File: config.mk
export PLATFORM = sky130hd
export DESIGN_NAME = led_scan_driver
export DESIGN_NICKNAME = d
export VERILOG_FILES = /design/src/rtl/led_scan_driver.sv
export SDC_FILE = /design/constraint.sdc
export NUM_CORES = 1
export LEC_CHECK = 0
export CAP_MARGIN = 20
export CORE_ASPECT_RATIO = 1.2
export CORE_MARGIN = 5
export CORE_UTILIZATION = 40
export CTS_CLUSTER_SIZE = 28
export DETAILED_ROUTE_END_ITERATION = 10
export PLACE_DENSITY_LB_ADDON = 0.12
export SLEW_MARGIN = 20
export SYNTH_ARGS = -nofsm -noshare
export SYNTH_HDL_FRONTEND = slang
export SYNTH_SLANG_ARGS = --single-unit
export TNS_END_PERCENT = 1
File: constraint.sdc
create_clock -name CLK -period 2.4 [get_ports CLK]
set_input_delay 0.24 -clock CLK [delete_from_list [all_inputs] [get_ports CLK]]
set_output_delay 0.24 -clock CLK [all_outputs]
set_load 0.03 [all_outputs]
File: src/rtl/led_scan_driver.sv
// led_scan_driver: time-multiplexed 7-segment scanner with a blanking gap at the start of each digit slot
// Define LED_SCAN_ACTIVE_LOW_EN for active-low (common-anode) SEG_OUT/DIG_OUT drive.
module led_scan_driver #(
  parameter int DIGITS   = 4,
  parameter int PRESCALE = 1000,
  parameter int BLANK    = 16
) (
  input  logic                  CLK,
  input  logic                  RST,
  input  logic                  ENABLE,
  input  logic [8*DIGITS-1:0]   SEG_IN,
  output logic [7:0]            SEG_OUT,
  output logic [DIGITS-1:0]     DIG_OUT,
  output logic                  FRAME
);
`ifdef LED_SCAN_ACTIVE_LOW_EN
  localparam logic INV = 1'b1;
`else
  localparam logic INV = 1'b0;
`endif
  localparam logic [1:0]  S_IDLE    = 2'd0;
  localparam logic [1:0]  S_BLANK   = 2'd1;
  localparam logic [1:0]  S_SHOW    = 2'd2;
  localparam logic [15:0] BLANK_END = 16'(BLANK - 1);
  localparam logic [15:0] SLOT_END  = 16'(PRESCALE - 1);
  localparam logic [2:0]  LAST      = 3'(DIGITS - 1);
  logic [1:0]        state_q, state_d;
  logic [15:0]       cnt_q, cnt_d;
  logic [2:0]        idx_q, idx_d;
  logic [7:0]        seg_q, seg_d;
  logic [DIGITS-1:0] dig_q, dig_d;
  logic              frame_q, frame_d;
  always_comb begin
    state_d = state_q;
    cnt_d   = cnt_q;
    idx_d   = idx_q;
    seg_d   = seg_q;
    dig_d   = dig_q;
    frame_d = 1'b0;
    if (state_q == S_IDLE) begin
      state_d = ENABLE ? S_BLANK : S_IDLE;
      cnt_d   = '0;
      idx_d   = '0;
      seg_d   = '0;
      dig_d   = '0;
    end else if (!ENABLE) begin
      state_d = S_IDLE;
      cnt_d   = '0;
      idx_d   = '0;
      seg_d   = '0;
      dig_d   = '0;
    end else if (state_q == S_BLANK) begin
      cnt_d = cnt_q + 16'd1;
      if (cnt_q == BLANK_END) begin
        state_d = S_SHOW;
        seg_d   = SEG_IN[8*idx_q +: 8];
        dig_d   = DIGITS'(1) << idx_q;
      end
    end else begin
      cnt_d = cnt_q + 16'd1;
      if (cnt_q == SLOT_END) begin
        state_d = S_BLANK;
        cnt_d   = '0;
        seg_d   = '0;
        dig_d   = '0;
        idx_d   = (idx_q == LAST) ? 3'd0 : idx_q + 3'd1;
        frame_d = (idx_q == LAST);
      end
    end
  end
  always_ff @(posedge CLK or posedge RST) begin
    if (RST) begin
      state_q <= S_IDLE;
      cnt_q   <= '0;
      idx_q   <= '0;
      seg_q   <= '0;
      dig_q   <= '0;
      frame_q <= 1'b0;
    end else begin
      state_q <= state_d;
      cnt_q   <= cnt_d;
      idx_q   <= idx_d;
      seg_q   <= seg_d;
      dig_q   <= dig_d;
      frame_q <= frame_d;
    end
  end
  // Polarity is applied after the flops so dark/reset states flip together with lit ones.
  assign SEG_OUT = seg_q ^ {8{INV}};
  assign DIG_OUT = dig_q ^ {DIGITS{INV}};
  assign FRAME   = frame_q;
endmodule

### Word level (Yosys, flattened, before mapping)

Index checks and enable logic that the tools add are counted.

| cells by class | value |
|---|---|
| add/sub/neg operators | 2 |
| multiply operators | 0 |
| divide/modulo/power cells | 0 |
| magnitude comparators | 0 |
| equality and inequality tests | 8 |
| shifts and indexed selects | 2 |
| mux-type cells | 29 |
| bitwise gates (word level) | 0 |
| reductions and logical operators | 3 |

Operator list:

| kind | count |
|---|---|
| 2-to-1 mux 16 bit | 4 |
| 2-to-1 mux 8 bit | 5 |
| indexed part select 32 x 7 -> 8 bit | 1 |
| 2-to-1 mux 4 bit | 5 |
| adder 16 x 1 -> 16 bit, second input constant | 1 |
| == test 16 x 10 -> 1 bit, second input constant | 1 |
| == test 16 x 4 -> 1 bit, second input constant | 1 |
| 2-to-1 mux 3 bit | 5 |
| 2-to-1 mux 2 bit | 5 |
| 2-to-1 mux 1 bit | 5 |
| != test 4 x 1 -> 1 bit, second input constant | 1 |
| != test 4 x 3 -> 1 bit, second input constant | 1 |
| AND reduction 2 bit | 2 |
| << shifter 1 x 3 -> 4 bit, first input constant | 1 |
| adder 3 x 1 -> 3 bit, second input constant | 1 |
| == test 3 x 2 -> 1 bit, second input constant | 1 |
| != test 3 x 1 -> 1 bit, second input constant | 1 |
| != test 3 bit, second input constant | 1 |
| == test 2 x 1 -> 1 bit, second input constant | 1 |
| logical NOT 2 bit | 1 |

| storage, ports and cells | value |
|---|---|
| register bits | 34 |
| latch bits | 0 |
| RAM bits | 0 |
| memory bits (read-only) | 0 |
| input bits | 35 |
| memories kept | 0 |

### Logic depth before layout (Yosys ltp)

Gate-level depths: netlist (run 1).

| logic depth | value |
|---|---|
| depth after elaboration | 6 |
| depth in mapped cells | 6 |

### Worst setup path after synthesis (run 1)

No wires, ideal clock.

| timing | value |
|---|---|
| path kind | register -> register |
| start | reg cnt_q[0] |
| end | reg seg_q[0], in the netlist SEG_OUT[0] |
| library setup time | 0.079 ns |
| arrival | 1.636 ns |
| required time | 2.321 ns |
| setup slack | 0.685 ns |
| stages on the path, launching flop included | 7 |
| buffers on the path | 1 |
| clock period less this slack | 1.715 ns |
| path through | dfrtp_1 > ha_1 > and4b_1 > a41oi_1 > a22oi_2 > buf_6 > mux2i_1 |

| between the ends | value |
|---|---|
| cells in the longest elaborated chain, start to end | 3 |

RTL lines:

| element | RTL line | RTL |
|---|---|---|
| start: declaration | 28 | `logic [15:0] cnt_q, cnt_d;` |
| start signal: assignment | 81 | `cnt_q <= cnt_d;` |
| == test 16 x 4 -> 1 bit / == test 16 x 10 -> 1 bit (equally long branches) | 54, 61 |  |
| != test 4 x 3 -> 1 bit (no line) / != test 4 x 1 -> 1 bit (equally long branches) | - |  |
| AND reduction 2 bit (no line) * | - |  |
| end signal: assignment | 83 | `seg_q <= seg_d;` |
| end: declaration | 30 | `logic [7:0] seg_q, seg_d;` |

Every way passes the cells marked *; elsewhere a longest branch is shown, timed or not.
A chain may end at the register's enable or synchronous reset.

### Final worst setup path (run 1)

| timing | value |
|---|---|
| start | reg cnt_q[11] |
| end | reg seg_q[2], in the netlist SEG_OUT[2] |

The elaborated chain is that of the path after synthesis.

==> results of run 1 <==
power by group through the flow:
stage	Clock [mW]	Combinational, mW	Sequential [mW]
after global placement	0	0.163	0.606
after floorplan	0	0.0576	0.623
final	0.399	0.162	0.596
after CTS	0.418	0.166	0.596
after global routing	0.443	0.177	0.598
after detailed placement	0	0.165	0.607
registers in the layout (all words and copies together) (netlist names):
name	cells
DIG_OUT	4
FRAME	1
SEG_OUT	8
cnt_q	16
idx_q	3
state_q	2
cell usage after synthesis:
cell type	instances
nand4_1	3
nand2_1	21
nor4b_1	1
a21oi_2	1
xor2_1	6
mux4_2	8
mux2i_1	11
nor3_2	1
nand3_1	6
or3_1	4
nor4_4	1
and4b_1	1
xnor2_1	4
buf_2	2
nor4bb_1	1
o22ai_1	1
inv_1	19
nand3b_1	1
buf_6	1
dfrtp_1	34
and4_1	2
a21oi_1	7
o31ai_1	2
and2_1	1
ha_1	5
or4_1	3
a41oi_1	1
clkbuf_1	2
o21ai_0	6
nor2_1	13
nor4_1	2
nor2b_1	2
nand4_2	1
a22oi_2	1
nand2b_1	1
o21a_1	1
and3_1	3
o311a_1	1
nor3_1	1
worst max-delay path: stages, from the launching register on:
cell and delay (ns):
dfrtp_1 0.44, nor4_4 0.38, a41oi_1 0.23, a22oi_2 0.23, buf_4 0.26, mux2i_1 0.23
cell families after synthesis:
family	after synthesis	share of synthesized area, %
buffers and inverters	24	5.25
muxes	19	15.2
adders and majority gates	5	3.28
DFF	34	44.6
and+or+nand+nor	69	20.1
xor gates and xnor gates	10	4.59
AOI/OAI and AO/OA	21	7.02
layout make-up:
cell class                 count  area, um^2
clock inverter                 2        10.0
multi-input combinational    124         957
tap                           58        72.6
sequential                    34         851
timing repair buffer          52         508
clock buffer                   5        68.8
inverter                      19        71.3
fill                         413        2060
worst paths after layout:
path | from | end | cells after the start
worst min-delay path | RST | cnt_q[14] | 3
worst min register to register | cnt_q[0] | cnt_q[0] | 1
worst max-delay path | cnt_q[11] | SEG_OUT[2] | 5
min in group CLK | cnt_q[0] | cnt_q[0] | 1
max in group asynchronous | RST | state_q[0] | 3
worst max register to register | cnt_q[11] | SEG_OUT[2] | 5
metrics by stage:
stage	util [%]	std cells	cell area, um^2	power, mW
after floorplan	-	182	1910	0.680
after global placement	53.5	287	2460	0.769
after detailed placement	53.5	287	2460	0.771
after CTS	55.3	294	2540	1.18
after global routing	55.3	294	2540	1.22
final	55.3	294	2540	1.16
metal layers:
metal,vias to the layer above,share of wire (%),GRT usage [%]
met4,0,1.5,5.37
li1,748,-,-
met2,42,48,25.7
met1,713,42,17.2
met5,-,0,0
met3,7,8.1,5.28
==> out/metrics.csv, run 1 <==
metric,value,unit
outcome,finished clean,
maxCapViolations,0,
worstMarginPinSlew,0.515,ns
grt_pass1_vias,1596,
grt_max_degree,35,
firstDrtPassIters,4,
p_switching,0.283,mW
antenna_left,0,
power_density,456,nW/um^2
worstPathMaxFanout,12,
layout_commonest_cell,clkdlybuf4s50_1,
finalHoldViolCount,0,
viasPerCell,5.14,
fmax,543,MHz
grt_pass1_wl,7450,um
worstSkewPairLatency,0.28,ns
num_io_pins,48,
die_h,85.7,um
synth-seq-cells,34,
netlist_area,1910,um^2
synth_top_area_share,44.6,%
power_frac_seq,51.5,%
cts_made_buffers,5,
syn-instance-count,182,
hpwl,3220,um
drc,0,
cts_post_setup_buffers_inserted,0,
htree_levels,2,
antenna_found_initial,0,
ys_seq_area_share,44.6,%
cts.sinks,34,
skew,0.00776,ns
p_int,0.874,mW
die_area,6260,um^2
row_count,27,
setup_ws,0.560,ns
cts_tree,yes,
grt.total_usage,15.1,%
cts_root_buffer,clkbuf_8,
drt_iter0_drc,56,
clkTransAtPathRegs,0.07,ns
wirelength,4310,um
nets,276,
drive_above_1_share,10.6,%
yosys.area.top_type,dfrtp_1,
setup_viol,0,
syn-num-nets,222,
cts_hold_buffers,0,
vias,1510,
combPwrFrac,14.0,%
hold_ws,0.346,ns
num_antenna_cells,0,
clock_path_buffers,2,
crit_required,2.61,ns
cp-end-kind,flop,
hold_class,in2async,
crit_arrival,2.05,ns
path_class,reg2reg,
ys_warn_count,0,
rsz0062_at_grt,false,
core,4590,um^2
start_util,41.5,%
period_needed,1.84,ns
syn_avg_cell_area,10.5,um^2
leakagePower,1.10,nW
port_buffers,47,
r2r_setup_slack,0.56,ns
wl_per_cell,14.6,um
cts_resized,0,
period_share,76.7,%
final_cell_mix,"clkdlybuf4s50_1, dfrtp_1, nand2_1",
area_growth,33.0,%
ir_worst_vdd,0.000372,V
synth_area_leaders,"dfrtp_1, mux4_2, mux2i_1",
place_ws,0.539,ns
slew_headroom,65.7,%
slew_viol_final,0,
tns,0,ns
grt.overflow.total,0,
pwr-share-clk,34.5,%
synth_cell_type_count,39,
worstSetupStartpointType,flop,
gp_congestion,0.815,
swShare,24.5,%
die_width,73.1,um
Note: power is estimated with default switching activity, not from simulation.
==> inputs of run 2 (changes only) <==
- clock period: 2.4 -> 1.6 ns (I/O delays scaled with it)
==> out/metrics.csv, run 2 (synthesis results as in run 1) <==
metric,value,unit
outcome,finished with violations,
violations,setup timing,
vias,1638,
drc,0,
antenna_left,0,
path_class,reg2reg,
cts_made_buffers,5,
slew_viol_final,0,
core,4590,um^2
largest-register,cnt_q,
setup_ws,-0.0992,ns
worstSetupStartpointType,flop,
total_power,1.82,mW
die_width,73.1,um
fmax,588,MHz
leakagePower,1.25,nW
ir_worst_vdd,0.000589,V
grt_pass1_wl,8070,um
drive_above_1_share,22.9,%
wl_met3,274,um
area_growth,47.7,%
cts.sinks,34,
cts_hold_buffers,0,
grt_pass1_vias,1729,
layout_commonest_cell,clkdlybuf4s50_1,
hold_class,in2async,
setup_viol,14,
wl_met1,1930,um
clock_path_buffers,2,
period_share,106,%
start_util,41.5,%
skew,0.00507,ns
drt_iter0_drc,43,
gp_congestion,0.879,
rsz0062_at_grt,true,
cp-end-kind,flop,
dr_wl_met2,2580,um
slew_headroom,71.4,%
hpwl,3820,um
firstDrtPassIters,4,
worstSkewPairLatency,0.28,ns
maxCapViolations,0,
largest_reg_flops,16,
die_area,6260,um^2
nets,301,
finalHoldViolCount,0,
power_density,647,nW/um^2
worstMarginPinSlew,0.428,ns
final_cell_mix,"clkdlybuf4s50_1, dfrtp_1, buf_4",
row_count,27,
fin_util,61.4,%
cts_root_buffer,clkbuf_8,
tns,-0.953,ns
wirelength,4860,um
top_layer,met4,
antenna_found_initial,0,
worstPathMaxFanout,12,
grt.overflow.total,0,
wl_per_cell,15.2,um
cts_tree,yes,
clkTransAtPathRegs,0.07,ns
crit_arrival,1.90,ns
htree_levels,2,
num_antenna_cells,0,
grt.total_usage,16.5,%
grt_max_degree,35,
crit_required,1.80,ns
viasPerCell,5.12,
port_buffers,47,
r2r_setup_slack,-0.1,ns
num_io_pins,48,
die_h,85.7,um
period_needed,1.70,ns
## run 2: critical path, stage by stage (launching register included)
cell	delay (ns)
dfrtp_1	0.41
nor4_4	0.39
a41oi_2	0.18
a22oi_2	0.24
buf_12	0.18
mux2i_1	0.21
## run 2: layout make-up
cell class	count	area [um^2]
Sequential cell	34	851
Clock buffer	6	82.6
Tap cell	58	72.6
Clock inverter	2	12.5
Multi-Input combinational cell	124	1000
Timing Repair Buffer	77	724
Fill cell	405	1780
Inverter	19	71.3
## run 2: repair_timing
item / 4_1_cts / 5_1_grt
buffers inserted: 0 / 0
gates resized for setup: 6 / 3
pin swaps: 4 / 1
setup endpoints to repair: 30 / 32
## run 2: worst paths after layout
check / startpoint / end / cells after the start
worst max-delay path: cnt_q[11] / DIG_OUT[1] / 5
worst min-delay path: RST / cnt_q[12] / 3
worst max register to register: cnt_q[11] / DIG_OUT[1] / 5
worst min register to register: SEG_OUT[3] / SEG_OUT[3] / 2
max in group asynchronous: RST / cnt_q[15] / 3
min in group CLK: SEG_OUT[3] / SEG_OUT[3] / 2
## run 2: report_power, final
part | internal, mW | switching (mW) | total (mW)
Clock | 0.346 | 0.308 | 0.653
Sequential | 0.880 | 0.0146 | 0.895
Combinational | 0.161 | 0.114 | 0.275
## run 2: per-stage QoR
stage               hold WS [ns]  std cells  instance area [um^2]  setup WS [ns]
floorplan                  0.277        182                  1920        -0.0556
global placement           0.505        312                  2680        -0.0148
detailed placement         0.518        312                  2680         -0.118
CTS                        0.289        320                  2800         -0.129
global route               0.324        320                  2820         -0.219
finish                     0.269        320                  2820        -0.0992
## run 2: per-layer routing
layer	global-route usage, %	vias up
met3	4.34	8
li1	-	796
met5	0	-
met1	18.1	788
met4	6.04	0
met2	29.9	46
==> inputs of run 3 (changes only) <==
- MAX_ROUTING_LAYER: default -> met4
==> out/metrics.csv, run 3 (synthesis results as in run 1) <==
metric,value,unit
hold_ws,0.268,ns
crit_arrival,1.90,ns
die_area,6260,um^2
p_int,1.39,mW
grt_pass1_vias,1727,
worstPathMaxFanout,12,
fmax,589,MHz
slew_viol_final,0,
hold_class,in2async,
r2r_setup_slack,-0.1,ns
area_growth,47.7,%
skew,0.00553,ns
p_switching,0.436,mW
cts_post_setup_buffers_inserted,0,
clkTransAtPathRegs,0.07,ns
wl_per_cell,15.2,um
finalHoldViolCount,0,
r2r_cells,5,
combPwrFrac,15.1,%
pwr-share-clk,35.8,%
setup_ws,-0.0991,ns
violations,setup timing,
power_frac_seq,49.1,%
port_buffers,47,
total_power,1.82,mW
start_util,41.5,%
clock_path_buffers,2,
outcome,finished with violations,
path_class,reg2reg,
wirelength,4850,um
htree_levels,2,
layout_commonest_cell,clkdlybuf4s50_1,
die_h,85.7,um
cts_tree,yes,
viasPerCell,5.11,
leakagePower,1.25,nW
worstMarginPinSlew,0.427,ns
antenna_found_initial,0,
swShare,23.9,%
firstDrtPassIters,4,
cts_made_buffers,5,
num_io_pins,48,
drt_iter0_drc,42,
final_cell_mix,"clkdlybuf4s50_1, dfrtp_1, buf_4",
nets,301,
grt_max_degree,35,
grt.overflow.total,0,
r2r-start,cnt_q[11],
vias,1635,
grt_pass1_wl,8080,um
slew_headroom,71.5,%
drive_above_1_share,22.9,%
ir_worst_vdd,0.000589,V
worstSkewPairLatency,0.28,ns
period_needed,1.70,ns
grt.total_usage,17.0,%
crit_required,1.80,ns
period_share,106,%
cp-end-kind,flop,
maxCapViolations,0,
core,4590,um^2
rsz0062_at_grt,true,
die_width,73.1,um
n_fill_cell,405,
row_count,27,
worstSetupStartpointType,flop,
largest_reg_flops,16,
antenna_left,0,
num_antenna_cells,0,
power_density,646,nW/um^2
cts.sinks,34,
gp_congestion,0.894,
largest-register,cnt_q,
r2r_end,DIG_OUT[1],
cts_hold_buffers,0,
hpwl,3820,um
setup_viol,14,
drc,0,
cts_root_buffer,clkbuf_8,
## run 3: worst max-delay path by stage
stage,from,end,slack (ns),cells after the start
2_1_floorplan,cnt_q[4],SEG_OUT[0],-0.06,5
3_3_place_gp,cnt_q[15],idx_q[0],-0.01,4
3_5_place_dp,cnt_q[15],DIG_OUT[1],-0.12,5
4_1_cts,cnt_q[11],SEG_OUT[5],-0.13,5
5_1_grt,cnt_q[11],SEG_OUT[6],-0.22,5
6_report,cnt_q[11],DIG_OUT[1],-0.1,5
## run 3: metrics by stage
step	util [%]	instance area, um^2	setup WS [ns]	instances	TNS (ns)
after detailed placement	58.4	2680	-0.118	312	-1.65
after floorplan	-	1920	-0.0556	182	-0.711
after global routing	61.4	2820	-0.219	320	-3.59
after global placement	58.4	2680	-0.0148	312	-0.114
after CTS	61.0	2800	-0.129	320	-1.46
final	61.4	2820	-0.0991	320	-0.945
## run 3: power by group through the flow
stage,Combinational (mW),Sequential [mW],Clock [mW]
after floorplan,0.0867,0.934,0
after global placement,0.267,0.909,0
after detailed placement,0.275,0.911,0
after CTS,0.279,0.895,0.678
after global routing,0.297,0.897,0.733
final,0.275,0.895,0.653
## run 3: layer usage
metal,vias up,global-route usage [%],part of all wire (%)
met5,-,-,0
met4,0,6.04,1.6
met3,8,4.34,5.6
met2,46,29.9,53
met1,785,18.2,40
li1,796,-,-
## run 3: critical path, cell delays in order, from the launching register on
cell	delay (ns)
dfrtp_1	0.41
nor4_4	0.39
a41oi_2	0.18
a22oi_2	0.24
buf_12	0.18
mux2i_1	0.21
## run 3: cell type report
cell class	count	area (um^2)	share of cell area [%]
well taps	58	72.6	2.57
repair buffers	77	724	25.7
multi-input cells	124	1000	35.6
inverters	19	71.3	2.53
flip-flops and latches	34	851	30.2
clock buffers	6	82.6	2.93
clock inverters	2	12.5	0.444
## run 3: repair_timing
action | in CTS | in global routing
endpoints found under the setup margin | 30 | 32
pin swaps | 4 | 1
gates resized for setup | 6 | 3
